<file path="config.mk">
export PLATFORM = sky130hd
export DESIGN_NAME = uart_rx_param
export DESIGN_NICKNAME = d
export VERILOG_FILES = /design/src/rtl/uart_pkg.sv /design/src/rtl/uart_rx_sync.sv /design/src/rtl/uart_rx_param.sv
export SDC_FILE = /design/constraint.sdc
export NUM_CORES = 1
export LEC_CHECK = 0
export CAP_MARGIN = 10
export CORE_MARGIN = 3
export CORE_UTILIZATION = 34
export DETAILED_ROUTE_END_ITERATION = 10
export SYNTH_ARGS = -nofsm -noshare
export SYNTH_HDL_FRONTEND = slang
export SYNTH_SLANG_ARGS = --single-unit
</file>
<file path="constraint.sdc">
create_clock -name clk -period 2.8 [get_ports clk]
set_input_delay 0.56 -clock clk [delete_from_list [all_inputs] [get_ports clk]]
set_output_delay 0.56 -clock clk [all_outputs]
set_load 0.05 [all_outputs]
</file>
<file path="src/rtl/uart_pkg.sv">
`default_nettype none
// ---------------------------------------------------------------------------
// uart_pkg : shared encodings for the parametrised UART receiver  (rev 1.0)
// ---------------------------------------------------------------------------
package uart_pkg;

    localparam logic [1:0] PAR_NONE = 2'd0;
    localparam logic [1:0] PAR_EVEN = 2'd1;
    localparam logic [1:0] PAR_ODD  = 2'd2;

    localparam int MIN_BAUD_DIV = 3;

    typedef enum logic [2:0] {
        ST_IDLE    = 3'd0,
        ST_START   = 3'd1,
        ST_DATA    = 3'd2,
        ST_PARITY  = 3'd3,
        ST_STOP    = 3'd4,
        ST_DELIVER = 3'd5
    } rx_state_e;

endpackage
`default_nettype wire

</file>
<file path="src/rtl/uart_rx_sync.sv">
`default_nettype none
// ---------------------------------------------------------------------------
// uart_rx_sync : two-flop line synchroniser with falling-edge pulse  (rev 1.0)
// ---------------------------------------------------------------------------
module uart_rx_sync (
    input  logic clk,
    input  logic reset,
    input  logic rx_i,
    output logic rx_s_o,
    output logic fall_o
);

    logic       meta_q;
    logic       sync_q;
    logic       prev_q;
    logic [1:0] fill_q;

    // prev_q only goes high once sync_q holds a genuinely sampled 1, so a line
    // that is already low coming out of reset never produces a false edge.
    always_ff @(posedge clk) begin
        if (reset) begin
            meta_q <= 1'b1;
            sync_q <= 1'b1;
            prev_q <= 1'b0;
            fill_q <= 2'b00;
        end else begin
            meta_q <= rx_i;
            sync_q <= meta_q;
            fill_q <= {fill_q[0], 1'b1};
            prev_q <= sync_q & fill_q[1];
        end
    end

    assign rx_s_o = sync_q;
    assign fall_o = prev_q & ~sync_q;

endmodule
`default_nettype wire

</file>
<file path="src/rtl/uart_rx_param.sv">
`default_nettype none
// ---------------------------------------------------------------------------
// uart_rx_param : parametrised UART receiver with parity/framing/break and
//                 valid/ready output register                        (rev 1.0)
// ---------------------------------------------------------------------------
module uart_rx_param
    import uart_pkg::*;
#(
    parameter int DATA_BITS = 8,
    parameter int STOP_BITS = 1,
    parameter int DIV_W     = 16
) (
    input  logic                 clk,
    input  logic                 reset,
    input  logic                 rx_in,
    input  logic [DIV_W-1:0]     baud_div,
    input  logic                 baud_div_load,
    input  logic [1:0]           parity_mode,
    output logic [DATA_BITS-1:0] out_data,
    output logic                 out_valid,
    input  logic                 out_ready,
    output logic                 out_parity_err,
    output logic                 out_frame_err,
    output logic                 out_break,
    output logic                 overrun,
    input  logic                 clear_overrun,
    output logic                 busy
);

    logic rx_s;
    logic rx_fall;

    uart_rx_sync u_sync (
        .clk    (clk),
        .reset  (reset),
        .rx_i   (rx_in),
        .rx_s_o (rx_s),
        .fall_o (rx_fall)
    );

    logic [DIV_W-1:0] baud_div_d;
    logic [DIV_W-1:0] div_reg_q;

    assign baud_div_d = (baud_div < DIV_W'(MIN_BAUD_DIV)) ? DIV_W'(MIN_BAUD_DIV) : baud_div;

    always_ff @(posedge clk) begin
        if (reset) begin
            div_reg_q <= DIV_W'(MIN_BAUD_DIV);
        end else if (baud_div_load) begin
            div_reg_q <= baud_div_d;
        end
    end

    rx_state_e            state_q;
    logic [DIV_W-1:0]     div_q;
    logic [DIV_W-1:0]     cnt_q;
    logic [DIV_W-1:0]     half;
    logic [1:0]           pmode_q;
    logic [3:0]           bit_cnt_q;
    logic [DATA_BITS-1:0] shift_q;
    logic                 par_err_q;
    logic                 par_bit_q;
    logic                 frame_err_q;
    logic [DATA_BITS-1:0] out_data_q;
    logic                 out_valid_q;
    logic                 out_parity_err_q;
    logic                 out_frame_err_q;
    logic                 out_break_q;
    logic                 overrun_q;
    logic                 par_en;
    logic                 accept;
    logic                 period_end;

    assign half       = div_q >> 1;
    assign par_en     = (pmode_q == PAR_EVEN) || (pmode_q == PAR_ODD);
    assign accept     = out_valid_q & out_ready;
    assign period_end = (cnt_q == div_q);

    always_ff @(posedge clk) begin
        if (reset) begin
            state_q          <= ST_IDLE;
            div_q            <= DIV_W'(MIN_BAUD_DIV);
            cnt_q            <= '0;
            pmode_q          <= PAR_NONE;
            bit_cnt_q        <= 4'd0;
            shift_q          <= '0;
            par_err_q        <= 1'b0;
            par_bit_q        <= 1'b0;
            frame_err_q      <= 1'b0;
            out_data_q       <= '0;
            out_valid_q      <= 1'b0;
            out_parity_err_q <= 1'b0;
            out_frame_err_q  <= 1'b0;
            out_break_q      <= 1'b0;
            overrun_q        <= 1'b0;
        end else begin
            if (accept) begin
                out_valid_q      <= 1'b0;
                out_parity_err_q <= 1'b0;
                out_frame_err_q  <= 1'b0;
                out_break_q      <= 1'b0;
            end
            if (clear_overrun) begin
                overrun_q <= 1'b0;
            end

            case (state_q)
                ST_IDLE: begin
                    if (rx_fall) begin
                        state_q     <= ST_START;
                        cnt_q       <= '0;
                        bit_cnt_q   <= 4'd0;
                        div_q       <= div_reg_q;
                        pmode_q     <= parity_mode;
                        par_err_q   <= 1'b0;
                        par_bit_q   <= 1'b0;
                        frame_err_q <= 1'b0;
                    end
                end

                ST_START: begin
                    if (cnt_q == half) begin
                        cnt_q   <= '0;
                        state_q <= rx_s ? ST_IDLE : ST_DATA;
                    end else begin
                        cnt_q <= cnt_q + DIV_W'(1);
                    end
                end

                ST_DATA: begin
                    if (period_end) begin
                        cnt_q   <= '0;
                        shift_q <= {rx_s, shift_q[DATA_BITS-1:1]};
                        if (bit_cnt_q == 4'(DATA_BITS - 1)) begin
                            bit_cnt_q <= 4'd0;
                            state_q   <= par_en ? ST_PARITY : ST_STOP;
                        end else begin
                            bit_cnt_q <= bit_cnt_q + 4'd1;
                        end
                    end else begin
                        cnt_q <= cnt_q + DIV_W'(1);
                    end
                end

                ST_PARITY: begin
                    if (period_end) begin
                        cnt_q     <= '0;
                        par_bit_q <= rx_s;
                        // Even: error on XOR=1; odd: error on XOR=0.
                        par_err_q <= (^shift_q) ^ rx_s ^ (pmode_q == PAR_ODD);
                        state_q   <= ST_STOP;
                    end else begin
                        cnt_q <= cnt_q + DIV_W'(1);
                    end
                end

                ST_STOP: begin
                    if (period_end) begin
                        cnt_q <= '0;
                        if (!rx_s) begin
                            frame_err_q <= 1'b1;
                        end
                        if (bit_cnt_q == 4'(STOP_BITS - 1)) begin
                            state_q <= ST_DELIVER;
                        end else begin
                            bit_cnt_q <= bit_cnt_q + 4'd1;
                        end
                    end else begin
                        cnt_q <= cnt_q + DIV_W'(1);
                    end
                end

                ST_DELIVER: begin
                    // A word still waiting for the consumer is never overwritten.
                    if (!out_valid_q || out_ready) begin
                        out_data_q       <= shift_q;
                        out_valid_q      <= 1'b1;
                        out_parity_err_q <= par_err_q;
                        out_frame_err_q  <= frame_err_q;
                        out_break_q      <= frame_err_q & ~(|shift_q) & ~par_bit_q;
                    end else begin
                        overrun_q <= 1'b1;
                    end
                    state_q <= ST_IDLE;
                end

                default: begin
                    state_q <= ST_IDLE;
                end
            endcase
        end
    end

    assign out_data       = out_data_q;
    assign out_valid      = out_valid_q;
    assign out_parity_err = out_parity_err_q;
    assign out_frame_err  = out_frame_err_q;
    assign out_break      = out_break_q;
    assign overrun        = overrun_q;
    assign busy           = (state_q != ST_IDLE);

endmodule
`default_nettype wire
</file>
# Word-level counts from Yosys, hierarchy flattened
# Cells that the tools add are included.
dict set report op_classes {
  mux 45
  n_shift 0
  reduce_logical 21
  n_div 0
  multipliers 0
  order_cmp 1
  add_sub_neg 2
  n_bitwise 10
  eq_ne 19
}
# op count
set ops {}
lappend ops {{$mux 16} 4}
lappend ops {{$pmux 16 s3} 1}
lappend ops {{$mux 3} 8}
lappend ops {{$mux 1} 21}
lappend ops {{$mux 4} 5}
lappend ops {{$ne 2x2->1 const B} 9}
lappend ops {{$add 16x1->16 const B} 1}
lappend ops {{$eq 16x15->1} 1}
lappend ops {{$eq 16x16->1} 1}
lappend ops {{$lt 16x2->1 const B} 1}
lappend ops {{$pmux 3 s5} 1}
lappend ops {{$pmux 4 s3} 1}
lappend ops {{$reduce_bool 3->1} 3}
lappend ops {{$reduce_and 2->1} 4}
lappend ops {{$reduce_or 8->1} 1}
lappend ops {{$reduce_xor 8->1} 1}
lappend ops {{$reduce_and 7->1} 1}
lappend ops {{$eq 3x2->1 const B} 2}
lappend ops {{$eq 3x3->1 const B} 2}
lappend ops {{$pmux 1 s2} 3}
lappend ops {{$and 1x1->1} 5}
lappend ops {{$reduce_and 5->1} 1}
lappend ops {{$add 4x1->4 const B} 1}
lappend ops {{$eq 4x3->1 const B} 1}
lappend ops {{other kinds (14)} 19}
dict set report word_totals {
  regBits 86
  memories 0
  latch_bits 0
  mem_bits_ro 0
  input_bits 24
  elab_cells 119
  ramBits 0
}

# Depth between registers and ports, before layout
dict set report logic_depth {
  word_depth 6
  mapped_depth 8
  ltp_nobuf 8
}

# Hierarchy
# Synthesis repeated with hierarchy kept, for this count alone.
dict set report unflattened {
  hier_cells 466
  area_unflattened_um2 4016.4
}
# module area_per_inst_um2 cells_per_inst seq_area_each_um2 n_inst
set modules_own_cells {}
lappend modules_own_cells {uart_rx_param 3878.7 455 1621.6 1}
lappend modules_own_cells {uart_rx_sync 137.6 11 100.1 1}

# Worst setup path after synthesis
# OpenSTA, ideal clock, no wires.
dict set report synth_path {
  path_kind {register -> register}
  from {register state_q[1]}
  to {register cnt_q[13]}
  arrival_ns 2.164
  path_stages_with_launch 8
  period_less_slack_ns 2.282
  setup_time_ns 0.117
  n_path_buf 1
  path_slack_ns 0.518
  path_cell_list {dfxtp_1 > or3_1 > clkbuf_1 > o21ai_1 > nor4_1 > nand3_1 > xor2_1 > nor2_1}
}
dict set report synth_between {
  elab_chain_cells 4
  elab_cells_between_ends 10
}
# item line
set synth_lines {}
lappend synth_lines {{from (decl)} uart_rx_param.sv:54} ;# rx_state_e state_q;
lappend synth_lines {{from (signal assigned)} uart_rx_param.sv:124} ;# state_q <= rx_s ? ST_IDLE : ST_DATA;
lappend synth_lines {{from (signal assigned)} uart_rx_param.sv:136} ;# state_q <= par_en ? ST_PARITY : ST_STOP;
lappend synth_lines {{$eq 3x3->1 or $eq 3x2->1 (tied branches)} uart_rx_param.sv:107} ;# case (state_q)
lappend synth_lines {{$reduce_or 3->1 (no line)} n/a}
lappend synth_lines {{$reduce_bool 3->1 (no line)} n/a}
lappend synth_lines {{$reduce_and 2->1 (no line)} n/a}
lappend synth_lines {{to (signal assigned)} uart_rx_param.sv:126} ;# cnt_q <= cnt_q + DIV_W'(1);
lappend synth_lines {{to (signal assigned)} uart_rx_param.sv:141} ;# cnt_q <= cnt_q + DIV_W'(1);
lappend synth_lines {{to (signal assigned)} uart_rx_param.sv:153} ;# cnt_q <= cnt_q + DIV_W'(1);
lappend synth_lines {{to (decl)} uart_rx_param.sv:56} ;# logic [DIV_W-1:0] cnt_q;
# Parallel ways exist; a longest one is shown, timed or not.
# A chain may end at the register's enable or synchronous reset.

# Worst setup path after layout
dict set report layout_path {
  from {register state_q[2]}
  to {output port busy}
}
dict set report layout_between {
  elab_chain_cells 1
}
# item line
set layout_lines {}
lappend layout_lines {{$reduce_bool 3->1} uart_rx_param.sv:200} ;# assign busy = (state_q != ST_IDLE);
lappend layout_lines {{to (decl)} uart_rx_param.sv:27} ;# output logic busy
# No other way between the ends.

==> results.json <==
{
  "synth_edf_count": 0,
  "critPathMaxStageDelay_ns": 0.89,
  "cts_tree": "yes",
  "drv_slew": 0,
  "p_per_area_nw_per_um2": 579,
  "cts_buffers": 9,
  "yosysWarnings": 0,
  "clkTransAtPathRegs_ns": 0.06,
  "area_growth_pct": 18.6,
  "grt_pass1_vias": 3049,
  "globalplace.congestion": 0.843,
  "slew_headroom": 0.485,
  "slowest_stage": "clkdlybuf4s50_1",
  "critical_path.cell_chain": "or3_1 -> clkdlybuf4s50_1",
  "drtIter0Drc": 106,
  "holdCritStartpoint": "u_sync.meta_q",
  "final_antenna_net_count": 0,
  "crit_fanout": 13,
  "nets": 524,
  "multiInputGateArea_um2": 2130,
  "die_area_um2": 13300,
  "post_drt_wl_per_cell_um": 12.8,
  "worst_pin_slew_ns": 0.773,
  "setup_tns_ns": 0,
  "seq_area_frac_synth": 0.425,
  "clk_latency_ns": 0.34,
  "async_reset_ff_frac": 0,
  "rsz0062_at_grt": "no",
  "finalSetupViolCount": 0,
  "holdPathEnd": "u_sync.rx_s_o",
  "htree_levels": 3,
  "avgSynthCellArea_um2": 8.73,
  "path_class": "reg2out",
  "initial_core_util": 0.352,
  "ys_types": 52,
  "vias": 3141,
  "cts_setup_buffers": 0,
  "layout_setup_ws_ns": 0.132,
  "synth-compound-area-share": 0.0942,
  "coreArea_um2": 11500,
  "portBuffers": 37,
  "diodes": 0,
  "grt_overflow": 0,
  "ioPinCount": 38,
  "worst-r2r-cell-count": 6,
  "maxCapViolations": 0,
  "dp_hpwl_mm": 5.97,
  "hold_path.class": "reg2reg",
  "fillers": 1171,
  "post-route-util": 0.417,
  "r2r-end": "cnt_q[15]",
  "dp_slack_ns": 0.509,
  "grt_pass1_wl_mm": 14.6,
  "ys_seq_elements": 86,
  "drcViolationCount": 0,
  "mappedNetlistArea_um2": 4050,
  "period_needed_ns": 2.67,
  "fin_crit_sh": 0.953,
  "cts_resized": 0,
  "synth_nets": 496,
  "row_count": 39,
  "dieHeight_um": 115,
  "ys_dominant_reg_cell": "dfxtp_1",
  "holdBufCountCts": 0,
  "synth_top_family_by_area": "simple AND/OR/NAND/NOR gates",
  "hold-worst-slack_ns": 0.425,
  "yosys.area_share.simple": 0.221,
  "antenna_found_initial": 0,
  "root_buffer": "clkbuf_16",
  "vdd_drop_max_mv": 0.277,
  "grt_start_max_net_pins": 42,
  "hold_depth": 1,
  "synth_xor_xnor_area_share": 0.101,
  "routed_wl_mm": 8.19,
  "max_freq_mhz": 375,
  "synthMuxAreaShare": 0.0840,
  "clock_path_buffers": 2,
  "crit_arrival_ns": 2.11,
  "final_hold_viol_count": 0,
  "power.leakage_nw": 1.95,
  "regToRegSetupSlack_ns": 0.56,
  "drive_gt1_frac": 0.0744,
  "first_pass_iters": 4,
  "status": "finished, final reports clean",
  "fp.dieW_um": 115,
  "viasPerCell": 4.91,
  "synthCells": 464,
  "clock_sinks": 86,
  "seq_area_um2": 1720,
  "required_ns": 2.24,
  "clock_skew_ns": 0.00859,
  "cp-end-kind": "output pin",
  "cp-start-kind": "register",
  "r2r-start": "state_q[2]",
  "track_usage": 0.135,
  "synth_fa_ha_area_frac": 0.0247
}
## per-layer routing
layer / routed length, um / track usage
met5: 0 / 0
met4: 125 / 0.0516
met3: 317 / 0.0295
met2: 3690 / 0.202
met1: 4060 / 0.190
## power by group
group,switching [W],leakage [nW],internal (W)
Clock,0.000490,0.139,0.000629
Combinational,0.000208,1.12,0.000157
Sequential,0.0000417,0.698,0.00126
Total,0.000740,1.95,0.00204
## critical path, delay by kind of cell, from the launching register on
kind,cells,cell delay (ns)
buffers and inverters,1,0.89
flip-flops,1,0.55
AND/OR/NAND/NOR,1,0.33
## through the flow
step           cell area, um^2  instances  total power (W)
2_1_floorplan             4050        464          0.00157
5_1_grt                   4810        640          0.00290
4_1_cts                   4810        640          0.00281
3_5_place_dp              4520        624          0.00169
3_3_place_gp              4520        624          0.00168
6_report                  4810        640          0.00278
## layout by cell type (no fill, tap or decap), types with 9 or more instances in the layout
cell	Yosys	final
inv_1	19	19
mux2i_1	34	34
nor2_1	62	62
clkdlybuf4s50_1	0	36
a21oi_1	30	30
clkbuf_16	0	9
o21ai_0	10	10
xor2_1	36	36
dfxtp_1	86	86
nand2_1	52	52
xnor2_1	9	9
## registers in the layout, indices dropped and copies added (netlist names), 2 cells and up
signal / flops
shift_q: 8
state_q: 3
div_q: 16
out_data: 8
cnt_q: 16
pmode_q: 2
u_sync.fill_q: 2
div_reg_q: 16
bit_cnt_q: 4
## cells by family (layout without fill, tap and decap cells)
group,Yosys count,in the layout
mux,34,34
simple gates,180,180
buf+inv,47,80
compound gates,63,63
fa+ha+maj,8,8
xor+xnor,46,46
flops,86,86
## area by class of cell
class	count	share of cell area
Multi-Input combinational cell	331	0.443
Tap cell	143	0.0372
Sequential cell	86	0.358
Inverter	20	0.0156
Timing Repair Buffer	44	0.0870
Clock inverter	6	0.00911
Clock buffer	10	0.0497
## worst max path at each step
stage,from,to,slack (ns),cells after the start
floorplan,state_q[1],cnt_q[13],0.52,7
global placement,state_q[2],busy,0.55,2
detailed placement,state_q[2],busy,0.51,2
CTS,state_q[2],busy,0.15,2
global route,state_q[2],busy,0.02,2
finish,state_q[2],busy,0.13,2
## cells in the mapped netlist (2+ instances only)
| cell type | number | area (um^2) |
|---|---|---|
| nor4_1 | 8 | 50.1 |
| a31oi_1 | 2 | 12.5 |
| xnor2_1 | 9 | 78.8 |
| nor2b_1 | 7 | 43.8 |
| nand2_1 | 52 | 195 |
| nor4_4 | 2 | 42.5 |
| or2_2 | 3 | 18.8 |
| a21oi_1 | 30 | 150 |
| and3_1 | 4 | 25.0 |
| nand4_1 | 4 | 25.0 |
| nand3_1 | 8 | 40.0 |
| nor4_2 | 2 | 25.0 |
| ha_1 | 8 | 100 |
| or3_1 | 3 | 18.8 |
| nand2b_1 | 6 | 37.5 |
| o21ai_0 | 10 | 50.1 |
| buf_2 | 6 | 30.0 |
| xor2_1 | 36 | 315 |
| a21o_1 | 2 | 15.0 |
| clkbuf_1 | 18 | 67.6 |
| buf_6 | 2 | 22.5 |
| a22oi_1 | 3 | 22.5 |
| dfxtp_1 | 86 | 1720 |
| mux2i_1 | 34 | 340 |
| nor2_1 | 62 | 233 |
| inv_1 | 19 | 71.3 |
| nor3_1 | 4 | 20.0 |
| nand4b_1 | 2 | 17.5 |
| nand3b_1 | 5 | 37.5 |
| o22ai_1 | 4 | 25.0 |
| o2111ai_1 | 2 | 17.5 |
Power figures use the tool's default switching activity.
